===== src/rtl/axi_rd_arbiter.sv =====
// axi_rd_arbiter: two-master (m0 IFU, m1 LSU) to one-slave AXI-lite read arbiter, one read in flight.
// Optional macro ARB_ROUND_ROBIN_EN: ties alternate against last_grant; default is fixed priority m1 > m0.
module axi_rd_arbiter #(
   parameter int DATA_LEN = 32,
   parameter int RESP_LEN = 3
) (
   input  logic                clk,
   input  logic                rst_n,
   input  logic                m0_arvalid,
   output logic                m0_arready,
   input  logic [DATA_LEN-1:0] m0_araddr,
   output logic                m0_rvalid,
   input  logic                m0_rready,
   output logic [DATA_LEN-1:0] m0_rdata,
   output logic [RESP_LEN-1:0] m0_rresp,
   input  logic                m1_arvalid,
   output logic                m1_arready,
   input  logic [DATA_LEN-1:0] m1_araddr,
   output logic                m1_rvalid,
   input  logic                m1_rready,
   output logic [DATA_LEN-1:0] m1_rdata,
   output logic [RESP_LEN-1:0] m1_rresp,
   output logic                s_arvalid,
   input  logic                s_arready,
   output logic [DATA_LEN-1:0] s_araddr,
   input  logic                s_rvalid,
   output logic                s_rready,
   input  logic [DATA_LEN-1:0] s_rdata,
   input  logic [RESP_LEN-1:0] s_rresp
);

   localparam logic [1:0] ST_IDLE = 2'b00;
   localparam logic [1:0] ST_ADDR = 2'b01;
   localparam logic [1:0] ST_DATA = 2'b11;

   logic [1:0]          state_r;
   logic [1:0]          next_state_s;
   logic                grant_r;
   logic                next_grant_s;
   logic                last_grant_r;
   logic                next_last_grant_s;
   logic                sel_arvalid_s;
   logic [DATA_LEN-1:0] sel_araddr_s;
   logic                sel_rready_s;
   logic                ar_hs_s;
   logic                r_hs_s;

   // Winner for a new grant; with no requester the pick parks on last_grant (result unused then).
   function automatic logic arb_pick(input logic req0, input logic req1, input logic last);
      logic pick;
`ifdef ARB_ROUND_ROBIN_EN
      if (req0 && req1) begin
         pick = ~last;
      end else if (req1) begin
         pick = 1'b1;
      end else if (req0) begin
         pick = 1'b0;
      end else begin
         pick = last;
      end
`else
      if (req1) begin
         pick = 1'b1;
      end else if (req0) begin
         pick = 1'b0;
      end else begin
         pick = last;
      end
`endif
      return pick;
   endfunction

   assign sel_arvalid_s = grant_r ? m1_arvalid : m0_arvalid;
   assign sel_araddr_s  = grant_r ? m1_araddr  : m0_araddr;
   assign sel_rready_s  = grant_r ? m1_rready  : m0_rready;
   assign ar_hs_s       = sel_arvalid_s & s_arready;
   assign r_hs_s        = s_rvalid & sel_rready_s;

   // Read data and response fan out to both masters; only the owner sees rvalid.
   assign m0_rdata = s_rdata;
   assign m1_rdata = s_rdata;
   assign m0_rresp = s_rresp;
   assign m1_rresp = s_rresp;

   // State, grant and last-grant registers.
   always_ff @(posedge clk or negedge rst_n) begin
      if (!rst_n) begin
         state_r      <= ST_IDLE;
         grant_r      <= 1'b0;
         last_grant_r <= 1'b1;
      end else begin
         state_r      <= next_state_s;
         grant_r      <= next_grant_s;
         last_grant_r <= next_last_grant_s;
      end
   end

   // Next-state, grant latch and last-grant update.
   always_comb begin
      next_state_s      = state_r;
      next_grant_s      = grant_r;
      next_last_grant_s = last_grant_r;
      case (state_r)
         ST_IDLE: begin
            if (m0_arvalid || m1_arvalid) begin
               next_grant_s = arb_pick(m0_arvalid, m1_arvalid, last_grant_r);
               next_state_s = ST_ADDR;
            end else begin
               next_state_s = ST_IDLE;
            end
         end
         ST_ADDR: begin
            if (ar_hs_s) begin
               // Same-cycle AR and R acceptance finishes without visiting DATA.
               if (r_hs_s) begin
                  next_state_s      = ST_IDLE;
                  next_last_grant_s = grant_r;
               end else begin
                  next_state_s = ST_DATA;
               end
            end else if (!sel_arvalid_s) begin
               next_state_s = ST_IDLE;
            end else begin
               next_state_s = ST_ADDR;
            end
         end
         ST_DATA: begin
            if (r_hs_s) begin
               next_state_s      = ST_IDLE;
               next_last_grant_s = grant_r;
            end else begin
               next_state_s = ST_DATA;
            end
         end
         default: begin
            next_state_s      = ST_IDLE;
            next_grant_s      = 1'b0;
            next_last_grant_s = 1'b1;
         end
      endcase
   end

   // Channel muxing toward the slave and handshake routing back to the owner.
   always_comb begin
      s_arvalid  = 1'b0;
      s_araddr   = {DATA_LEN{1'b0}};
      s_rready   = 1'b0;
      m0_arready = 1'b0;
      m1_arready = 1'b0;
      m0_rvalid  = 1'b0;
      m1_rvalid  = 1'b0;
      case (state_r)
         ST_ADDR: begin
            s_arvalid = sel_arvalid_s;
            s_araddr  = sel_araddr_s;
            s_rready  = sel_rready_s;
            if (grant_r) begin
               m1_arready = s_arready;
               m1_rvalid  = s_rvalid;
            end else begin
               m0_arready = s_arready;
               m0_rvalid  = s_rvalid;
            end
         end
         ST_DATA: begin
            s_rready = sel_rready_s;
            if (grant_r) begin
               m1_rvalid = s_rvalid;
            end else begin
               m0_rvalid = s_rvalid;
            end
         end
         default: begin
            s_arvalid = 1'b0;
         end
      endcase
   end

endmodule


===== config.mk =====
export PLATFORM = sky130hd
export DESIGN_NAME = axi_rd_arbiter
export DESIGN_NICKNAME = d
export VERILOG_FILES = /design/src/rtl/axi_rd_arbiter.sv
export SDC_FILE = /design/constraint.sdc
export NUM_CORES = 1
export LEC_CHECK = 0
export CAP_MARGIN = 20
export CORE_AREA = 2 2 84 86
export CTS_CLUSTER_SIZE = 40
export DETAILED_ROUTE_END_ITERATION = 8
export DIE_AREA = 0 0 86 88
export GPL_ROUTABILITY_DRIVEN = 0
export PLACE_DENSITY = 0.8
export SLEW_MARGIN = 20
export SYNTH_ARGS = -nofsm -noshare
export SYNTH_HDL_FRONTEND = slang
export SYNTH_SLANG_ARGS = --single-unit

===== constraint.sdc =====
create_clock -name clk -period 3.05 [get_ports clk]
set_clock_uncertainty 0.15 [all_clocks]
set_input_delay 0.61 -clock clk [delete_from_list [all_inputs] [get_ports clk]]
set_output_delay 0.61 -clock clk [all_outputs]
set_load 0.05 [all_outputs]

-- After elaboration in Yosys (flattened, before gate mapping)
Index checks and enable logic that the tools add are counted.
- input port bits: 107
- output and inout port bits: 108
- flip-flop bits (word level): 4
- logic and storage cells: 42
- reductions and logical operators: 5
- eq/ne operators: 4
- bitwise operators: 4
- multiplexer cells: 26
- operators with widths (kind ; count):
    two-way mux 32 bit ; 2
    two-way mux 1 bit ; 19
    case mux 2 bit (3 select lines) ; 1
    two-way mux 2 bit ; 2
    inequality test 2 bit, second input constant ; 2
    AND reduction 2 bit ; 2
    case mux 1 bit (3 select lines) ; 1
    AND 1 bit ; 2
    == test 2 x 1 -> 1 bit, second input constant ; 1
    == test 2 bit, second input constant ; 1
    zero test 2 bit ; 1
    NOT 1 bit ; 2
    case mux 1 bit (2 select lines) ; 1
    OR reduction 2 bit ; 1
    logical OR 1 bit ; 1

-- Logic depth before layout (Yosys ltp)
Gate-level depths: netlist of the first run.
- depth after elaboration: 5
- depth in mapped cells: 5
- gate-level depth less buffers: 3

-- Worst setup path after synthesis of the first run
Ideal clock, no wire load.
- path kind: register to output
- from: reg grant_r
- to: out m0_arready
- setup slack: 0.288 ns
- stages on the path, launching flop included: 5
- data required time: 2.290 ns
- arrival time: 2.002 ns
- path buffers: 3
- path through: dfrtp_1 buf_6 buf_4 buf_2 nor3b_1
- word-level cells in the longest chain between the ends: 2
- RTL lines (what ; line ; RTL):
    start: declaration ; 38 ; logic grant_r;
    start signal: assignment ; 93 ; grant_r <= next_grant_s;
    two-way mux 1 bit ; 157 ; if (grant_r) begin
    two-way mux 1 bit ; 152 ; case (state_r)
    end: declaration ; 10 ; output logic m0_arready,
No other way between the ends.

-- Worst setup path after layout of the first run
- from: reg state_r[1]
- to: out s_araddr[2]
- word-level cells in the longest chain between the ends: 2
- RTL lines (what ; line ; RTL):
    start: declaration ; 36 ; logic [1:0] state_r;
    start signal: assignment ; 92 ; state_r <= next_state_s;
    == test 2 x 1 -> 1 bit ; 152 ;
    two-way mux 32 bit ; 152 ;
    end: declaration ; 25 ; output logic [DATA_LEN-1:0] s_araddr,
No other way between the ends.

==> impl_results.html, run 1 <==
<table>
<tr><th>Metric</th><th>Value</th></tr>
<tr><th colspan="2">Outcome</th></tr>
<tr><td>Status</td><td>complete, no violations</td></tr>
<tr><th colspan="2">Clock tree</th></tr>
<tr><td>CTS Buf Count</td><td>3</td></tr>
<tr><td>Clock tree buffer depth</td><td>2</td></tr>
<tr><td>Clk pin slew, worst setup/hold paths</td><td>30 ps</td></tr>
<tr><td>Post-CTS Hold Fix Bufs</td><td>0</td></tr>
<tr><td>CTS root buffer</td><td>clkbuf_8</td></tr>
<tr><td>Clock tree from TritonCTS</td><td>yes</td></tr>
<tr><td>Skew-Pair Late Insertion Delay</td><td>210 ps</td></tr>
<tr><td>Postcts setup bufs</td><td>0</td></tr>
<tr><td>Sinks on the clock net</td><td>3</td></tr>
<tr><td>PostCTS Resize Cnt</td><td>0</td></tr>
<tr><td>H-tree Lvls</td><td>1</td></tr>
<tr><th colspan="2">STA</th></tr>
<tr><td>Worst Tran Pin Value</td><td>398 ps</td></tr>
<tr><td>Endpoints failing hold</td><td>0</td></tr>
<tr><td>Setup slack after layout</td><td>541 ps</td></tr>
<tr><td>Worst relative slew slack</td><td>0.735</td></tr>
<tr><td>Final critical delay including setup and external delays</td><td>2510 ps</td></tr>
<tr><td>Crit share post-route</td><td>0.823</td></tr>
<tr><td>Count of final setup violators</td><td>0</td></tr>
<tr><td>Highest clock rate</td><td>399 MHz</td></tr>
<tr><td>Final setup TNS</td><td>0 ps</td></tr>
<tr><td>Setup repair after global routing missed its margin</td><td>false</td></tr>
<tr><td>Worst hold margin</td><td>429 ps</td></tr>
<tr><td>Final count of pins violating max slew</td><td>0</td></tr>
<tr><th colspan="2">Layout</th></tr>
<tr><td># nets final</td><td>313</td></tr>
<tr><td>Filler Cells Inserted</td><td>665</td></tr>
<tr><td>Footprint of the multi-input gates</td><td>579 sq um</td></tr>
<tr><td>Commonest cells after routing, fill and taps aside</td><td>clkdlybuf4s50_1 (71), nor2_1 (38), buf_12 (35)</td></tr>
<tr><td>Sequential cell area</td><td>76.3 sq um</td></tr>
<tr><td>Antenna diode count</td><td>0</td></tr>
<tr><td>Most common cell after layout, fill and taps aside</td><td>clkdlybuf4s50_1</td></tr>
<tr><td>Final std cells w/o fill</td><td>285</td></tr>
<tr><td>Area growth syn-to-layout</td><td>80.1%</td></tr>
<tr><td>Fraction of layout cells with a size suffix above 1</td><td>0.220</td></tr>
<tr><th colspan="2">Global route</th></tr>
<tr><td>Global-route track usage on met2</td><td>0.195</td></tr>
<tr><td>Antenna violations before repair</td><td>0</td></tr>
<tr><td>First-pass GRT wire length</td><td>6.06 mm</td></tr>
<tr><td>Largest net degree at the start of global routing</td><td>28</td></tr>
<tr><td>Total global routing overflow</td><td>0</td></tr>
<tr><td>Global-route layer with the greatest usage</td><td>met2</td></tr>
<tr><td>Global Route Usage Sum</td><td>0.104</td></tr>
<tr><td>Via count of the first global-routing pass</td><td>1126</td></tr>
<tr><td>Met1 Usage GRT</td><td>0.0958</td></tr>
<tr><td>GR Util met3</td><td>0.0471</td></tr>
<tr><th colspan="2">Route</th></tr>
<tr><td>Routed vias</td><td>1182</td></tr>
<tr><td>Total wirelength of the detailed-routed design</td><td>4.48 mm</td></tr>
<tr><td>DRC viols</td><td>0</td></tr>
<tr><td>Drt first pass iters</td><td>4</td></tr>
<tr><td>Wirelength per Cell</td><td>15.7 um</td></tr>
<tr><td>Count of antenna-violating nets left after detailed routing</td><td>0</td></tr>
<tr><td>Starting DRC count in detailed routing</td><td>27</td></tr>
<tr><td>Number of vias per cell</td><td>4.15</td></tr>
<tr><th colspan="2">Placed design</th></tr>
<tr><td>Count of placed standard cells including taps</td><td>281</td></tr>
<tr><td>Number of buffer cells added on primary ports</td><td>109</td></tr>
<tr><td>HPWL after DPL</td><td>3.90 mm</td></tr>
<tr><td>Dpl ws</td><td>610 ps</td></tr>
<tr><th colspan="2">Setup path</th></tr>
<tr><td>CP max FO</td><td>27</td></tr>
<tr><td>Destination of the worst register-to-register timing path</td><td>state_r[1]</td></tr>
<tr><td>Launching point of the worst reg2reg path</td><td>grant_r</td></tr>
<tr><td>Worst Reg2Reg Path Length in Cells</td><td>3</td></tr>
<tr><td>Arrival @ worst endpoint</td><td>1750 ps</td></tr>
<tr><td>Required arrival time at the worst endpoint</td><td>2290 ps</td></tr>
<tr><td>Sort of element at the end of the critical path</td><td>output pin</td></tr>
<tr><td>Worst setup path category</td><td>reg2out</td></tr>
<tr><td>Nature of the critical path startpoint</td><td>register</td></tr>
<tr><td>Flop-to-flop setup slack</td><td>1580 ps</td></tr>
<tr><th colspan="2">Logic synthesis</th></tr>
<tr><td>Yosys cell types</td><td>19</td></tr>
<tr><td>Leading area contributor after synthesis</td><td>buf_4</td></tr>
<tr><td>Post-synthesis cell area</td><td>1250 sq um</td></tr>
<tr><td>Number of warnings reported in the yosys synthesis log</td><td>0</td></tr>
<tr><td>Largest cells by area after synthesis</td><td>buf_4 (44%), mux2i_1 (27%), nor2_1 (11%)</td></tr>
<tr><td>Syn Area/Cell</td><td>7.32 sq um</td></tr>
<tr><td>Number of storage elements in the synthesis netlist</td><td>3</td></tr>
<tr><td>Sequential fraction of the synthesis area</td><td>0.0600</td></tr>
<tr><td>Synth top area share</td><td>0.438</td></tr>
<tr><td>Number of cells produced by synthesis</td><td>171</td></tr>
<tr><td>Syn Nets</td><td>278</td></tr>
<tr><th colspan="2">Pwr</th></tr>
<tr><td>Cell leakage power</td><td>0.981 nW</td></tr>
<tr><td>Pwr dens</td><td>1180 nW/um^2</td></tr>
<tr><td>Worst supply voltage drop on vdd</td><td>0.403 mV</td></tr>
<tr><th colspan="2">Job</th></tr>
<tr><td>Max-cap violations</td><td>0</td></tr>
<tr><th colspan="2">Floorplan</th></tr>
<tr><td>Standard cell core area</td><td>6640 sq um</td></tr>
<tr><td>Die H</td><td>88 um</td></tr>
<tr><td>Floorplan die width</td><td>86 um</td></tr>
<tr><td>Count of standard-cell rows</td><td>30</td></tr>
<tr><td>Full die area</td><td>7570 sq um</td></tr>
<tr><td>Top Ports</td><td>215</td></tr>
<tr><td>Starting density of the core</td><td>0.188</td></tr>
<tr><th colspan="2">Worst hold path</th></tr>
<tr><td>Kind of path behind the tightest hold check</td><td>in2async</td></tr>
</table>
## worst max-delay path, stage by stage, from the launching register on
cell	delay (ps)
dfrtp_1	430
nand2b_1	340
buf_4	320
nor2_1	250
buf_12	170
## final cells by class
class,instances,share of cell area
flip-flops and latches,3,0.0339
well taps,80,0.0444
inverters,1,0.00167
repair buffers,111,0.643
clock buffers,4,0.0200
multi-input cells,86,0.257
## routing by layer
layer  wire length, um  vias up  part of all wire
met5                 0        -                 0
met1              1320      505              0.29
met2              2300      115              0.51
met3               760       16              0.17
met4               112        0             0.025
li1                  -      546                 -
## where the power goes
group          switching (mW)  internal, mW
combinational            1.32          1.10
clock                  0.0243        0.0890
sequential             0.0677        0.0593
total                    1.41          1.25
## how the worst max path moves through the flow
stage / depth (start not counted) / end / startpoint
finish: 4 / s_araddr[2] / state_r[1]
global route: 4 / s_araddr[0] / state_r[1]
CTS: 4 / s_araddr[2] / state_r[1]
detailed placement: 3 / m0_arready / s_arready
floorplan: 4 / m0_arready / grant_r
global placement: 3 / m0_arready / s_arready
## sequential cells by signal, indices dropped and copies added, names as in the netlist
name	count
grant_r	1
state_r	2
## synth_stat cells (all sizes together)
cell type / instances
buf: 80
o22a: 1
mux2: 1
nor2: 38
nor2b: 1
nand2: 1
mux2i: 34
o22ai: 1
and3: 1
o21ai: 3
nand2b: 2
clkbuf: 1
a21oi: 1
dfrtp: 3
inv: 1
nor3b: 1
and4b: 1
## metrics by stage
step	util	instance area, sq um	total power [mW]
floorplan	-	1250	1.67
global placement	0.332	2210	2.55
detailed placement	0.332	2210	2.57
CTS	0.339	2250	2.69
global route	0.339	2250	2.77
finish	0.339	2250	2.66
## cells by family (layout without fill, tap and decap cells)
| logic type | after synthesis | count (layout) | share of synthesized area |
|---|---|---|---|
| compound gates | 6 | 6 | 0.0280 |
| buf+inv | 82 | 116 | 0.477 |
| flops | 3 | 3 | 0.0600 |
| mux | 35 | 35 | 0.284 |
| simple gates | 45 | 45 | 0.151 |
No activity file was read; power rests on OpenSTA's default activity.
==> inputs of run 2 (changes only) <==
--- a/config.mk
+++ b/config.mk
@@ -6,12 +6,12 @@
 export NUM_CORES = 1
 export LEC_CHECK = 0
 export CAP_MARGIN = 20
-export CORE_AREA = 2 2 84 86
+export CORE_MARGIN = 2
+export CORE_UTILIZATION = 19
 export CTS_CLUSTER_SIZE = 40
 export DETAILED_ROUTE_END_ITERATION = 8
-export DIE_AREA = 0 0 86 88
 export GPL_ROUTABILITY_DRIVEN = 0
-export PLACE_DENSITY = 0.8
+export PLACE_DENSITY = 0.84
 export SLEW_MARGIN = 20
 export SYNTH_ARGS = -nofsm -noshare
 export SYNTH_HDL_FRONTEND = slang
==> constraint.sdc (replaced) <==
create_clock -name clk -period 2.2 [get_ports clk]
set_clock_uncertainty 0.15 [all_clocks]
set_input_delay 0.44 -clock clk [delete_from_list [all_inputs] [get_ports clk]]
set_output_delay 0.44 -clock clk [all_outputs]
set_load 0.05 [all_outputs]
==> impl_results.html, run 2 (synthesis results as in run 1) <==
<table>
<tr><th>Metric</th><th>Value</th></tr>
<tr><th colspan="2">Global route</th></tr>
<tr><td>Via count of the first global-routing pass</td><td>1288 (+14%)</td></tr>
<tr><td>Largest net degree at the start of global routing</td><td>26 (-7.1%)</td></tr>
<tr><td>Global Route Usage Sum</td><td>0.104 (-0.000311)</td></tr>
<tr><td>First-pass GRT wire length</td><td>6.16 mm (+1.7%)</td></tr>
<tr><td>Total global routing overflow</td><td>0 (unchanged)</td></tr>
<tr><td>Antenna violations before repair</td><td>0 (unchanged)</td></tr>
<tr><th colspan="2">STA</th></tr>
<tr><td>Final count of pins violating max slew</td><td>0 (unchanged)</td></tr>
<tr><td>Worst hold margin</td><td>264 ps (-165 ps)</td></tr>
<tr><td>Crit share post-route</td><td>0.944</td></tr>
<tr><td>Final critical delay including setup and external delays</td><td>2080 ps</td></tr>
<tr><td>Setup slack after layout</td><td>123 ps (-418 ps)</td></tr>
<tr><td>Endpoints failing hold</td><td>0 (unchanged)</td></tr>
<tr><td>Count of final setup violators</td><td>0 (unchanged)</td></tr>
<tr><td>Worst Tran Pin Value</td><td>261 ps (-137 ps)</td></tr>
<tr><td>Worst relative slew slack</td><td>0.825 (+0.0908)</td></tr>
<tr><td>Highest clock rate</td><td>482 MHz</td></tr>
<tr><td>Final setup TNS</td><td>0 ps (unchanged)</td></tr>
<tr><td>Setup repair after global routing missed its margin</td><td>false</td></tr>
<tr><th colspan="2">Pwr</th></tr>
<tr><td>Pwr dens</td><td>1630 nW/um^2 (+38%)</td></tr>
<tr><td>Worst supply voltage drop on vdd</td><td>1.36 mV (+240%)</td></tr>
<tr><td>Cell leakage power</td><td>1.01 nW (+2.5%)</td></tr>
<tr><th colspan="2">Layout</th></tr>
<tr><td># nets final</td><td>315 (+0.64%)</td></tr>
<tr><td>Most common cell after layout, fill and taps aside</td><td>clkdlybuf4s50_1</td></tr>
<tr><td>Area growth syn-to-layout</td><td>85.4%</td></tr>
<tr><td>Antenna diode count</td><td>0 (unchanged)</td></tr>
<tr><td>Final std cells w/o fill</td><td>284 (-0.35%)</td></tr>
<tr><td>Commonest cells after routing, fill and taps aside</td><td>clkdlybuf4s50_1 (71), buf_12 (39), nor2_1 (38)</td></tr>
<tr><td>Fraction of layout cells with a size suffix above 1</td><td>0.232 (+0.0124)</td></tr>
<tr><td>Register containing the most flip-flops in the final layout</td><td>state_r</td></tr>
<tr><td>Flip-flop count of the largest register after layout</td><td>2 (unchanged)</td></tr>
<tr><td>Top flop regs</td><td>state_r: 2 flops, grant_r: 1 flops</td></tr>
<tr><th colspan="2">Placed design</th></tr>
<tr><td>Count of placed standard cells including taps</td><td>280 (-0.36%)</td></tr>
<tr><td>HPWL after DPL</td><td>3.27 mm (-16%)</td></tr>
<tr><td>Number of buffer cells added on primary ports</td><td>109 (unchanged)</td></tr>
<tr><td>Dpl ws</td><td>168 ps (-443 ps)</td></tr>
<tr><th colspan="2">Worst hold path</th></tr>
<tr><td>Kind of path behind the tightest hold check</td><td>in2async</td></tr>
<tr><th colspan="2">Setup path</th></tr>
<tr><td>Launching point of the worst reg2reg path</td><td>grant_r</td></tr>
<tr><td>Worst setup path start</td><td>state_r[1]</td></tr>
<tr><td>Worst setup path endpoint</td><td>s_araddr[15]</td></tr>
<tr><td>Worst Reg2Reg Path Length in Cells</td><td>4 (+1)</td></tr>
<tr><td>Series of cell instances along the critical path</td><td>nand2b_1, buf_4, nor2_1, buf_12</td></tr>
<tr><td>Crit. path cell count</td><td>4 (unchanged)</td></tr>
<tr><td>Nature of the critical path startpoint</td><td>register</td></tr>
<tr><td>Destination of the worst register-to-register timing path</td><td>state_r[1]</td></tr>
<tr><td>Largest stage delay on the critical path</td><td>420 ps (about the same)</td></tr>
<tr><td>Dominant delay contributor by cell family on the critical path</td><td>simple AND/OR/NAND/NOR gates</td></tr>
<tr><td>Arrival @ worst endpoint</td><td>1490 ps (-260 ps)</td></tr>
<tr><td>Worst setup path category</td><td>reg2out</td></tr>
<tr><td>CP Buf/Inv Count</td><td>2 (unchanged)</td></tr>
<tr><td>CP max FO</td><td>20 (-26%)</td></tr>
<tr><td>Sort of element at the end of the critical path</td><td>output pin</td></tr>
<tr><td>Critical path's slowest cell</td><td>dfrtp_1</td></tr>
<tr><td>Required arrival time at the worst endpoint</td><td>1610 ps (-680 ps)</td></tr>
<tr><td>Flop-to-flop setup slack</td><td>780 ps (-800 ps)</td></tr>
<tr><th colspan="2">Clock tree</th></tr>
<tr><td>PostCTS Resize Cnt</td><td>0 (unchanged)</td></tr>
<tr><td>CTS root buffer</td><td>clkbuf_8</td></tr>
<tr><td>CTS Buf Count</td><td>3 (unchanged)</td></tr>
<tr><td>Skew-Pair Late Insertion Delay</td><td>210 ps (about the same)</td></tr>
<tr><td>Postcts setup bufs</td><td>0 (unchanged)</td></tr>
<tr><td>Clock tree buffer depth</td><td>2 (unchanged)</td></tr>
<tr><td>Clock tree from TritonCTS</td><td>yes</td></tr>
<tr><td>Sinks on the clock net</td><td>3 (unchanged)</td></tr>
<tr><td>H-tree Lvls</td><td>1 (unchanged)</td></tr>
<tr><td>Post-CTS Hold Fix Bufs</td><td>0 (unchanged)</td></tr>
<tr><td>Clk pin slew, worst setup/hold paths</td><td>30 ps (about the same)</td></tr>
<tr><th colspan="2">Route</th></tr>
<tr><td>Routed length on met2</td><td>2.02 mm (-12%)</td></tr>
<tr><td>Drt first pass iters</td><td>4 (unchanged)</td></tr>
<tr><td>Number of vias per cell</td><td>4.12 (-0.58%)</td></tr>
<tr><td>Routed vias</td><td>1171 (-0.93%)</td></tr>
<tr><td>WL met3</td><td>464 um (-39%)</td></tr>
<tr><td>Total wirelength of the detailed-routed design</td><td>3.76 mm (-16%)</td></tr>
<tr><td>Wirelength per Cell</td><td>13.2 um (-16%)</td></tr>
<tr><td>Met1 wire length</td><td>1.13 mm (-14%)</td></tr>
<tr><td>DRC viols</td><td>0 (unchanged)</td></tr>
<tr><td>Count of antenna-violating nets left after detailed routing</td><td>0 (unchanged)</td></tr>
<tr><td>Top layer in use</td><td>met4</td></tr>
<tr><td>Starting DRC count in detailed routing</td><td>16 (-41%)</td></tr>
<tr><th colspan="2">Outcome</th></tr>
<tr><td>Status</td><td>complete, no violations</td></tr>
<tr><th colspan="2">Floorplan</th></tr>
<tr><td>Floorplan die width</td><td>85.2 um (-0.99%)</td></tr>
<tr><td>Count of standard-cell rows</td><td>29 (-3.3%)</td></tr>
<tr><td>Starting density of the core</td><td>0.197 (+0.00872)</td></tr>
<tr><td>Full die area</td><td>7250 sq um (-4.2%)</td></tr>
<tr><td>Standard cell core area</td><td>6350 sq um (-4.4%)</td></tr>
<tr><td>Die H</td><td>85.2 um (-3.2%)</td></tr>
<tr><td>Top Ports</td><td>215 (unchanged)</td></tr>
<tr><th colspan="2">Job</th></tr>
<tr><td>Max-cap violations</td><td>0 (unchanged)</td></tr>
</table>
[run 2: changes by cell type in the layout (fill, tap and decap cells not counted)]
cell	previous run	this run
buf_12	35	39
buf_4	5	3
nor3b_1	1	0
nor3b_2	0	1
[run 2: how the worst min path moves through the flow]
stage	endpoint	slack [ps]
2_1_floorplan	grant_r	-6
3_3_place_gp	grant_r	420
3_5_place_dp	grant_r	430
4_1_cts	state_r[1]	270
5_1_grt	state_r[1]	280
6_report	state_r[0]	260
[run 2: layout make-up]
class	instances	area, sq um
inverter	1	3.75
clock buffer	4	45.0
timing repair buffer	113	1510
multi-input combinational	86	584
sequential	3	76.3
tap	77	96.3
fill	630	4030
[run 2: stage by stage]
| stage | util | area [sq um] | power (mW) |
|---|---|---|---|
| global route | 0.365 | 2320 | 3.97 |
| finish | 0.365 | 2320 | 3.79 |
| global placement | 0.358 | 2270 | 3.62 |
| detailed placement | 0.358 | 2270 | 3.66 |
| floorplan | - | 1260 | 2.32 |
| CTS | 0.365 | 2320 | 3.83 |
[run 2: routing by layer]
| metal | vias to the layer above | track usage |
|---|---|---|
| met3 | 23 | 0.0311 |
| met2 | 91 | 0.202 |
| met1 | 504 | 0.0970 |
| met5 | - | 0 |
| li1 | 553 | - |
| met4 | 0 | 0.0519 |
[run 2: where the power goes]
group	switching, mW	internal (mW)
Sequential	0.0406	0.0831
Combinational	1.89	1.62
Clock	0.0356	0.123
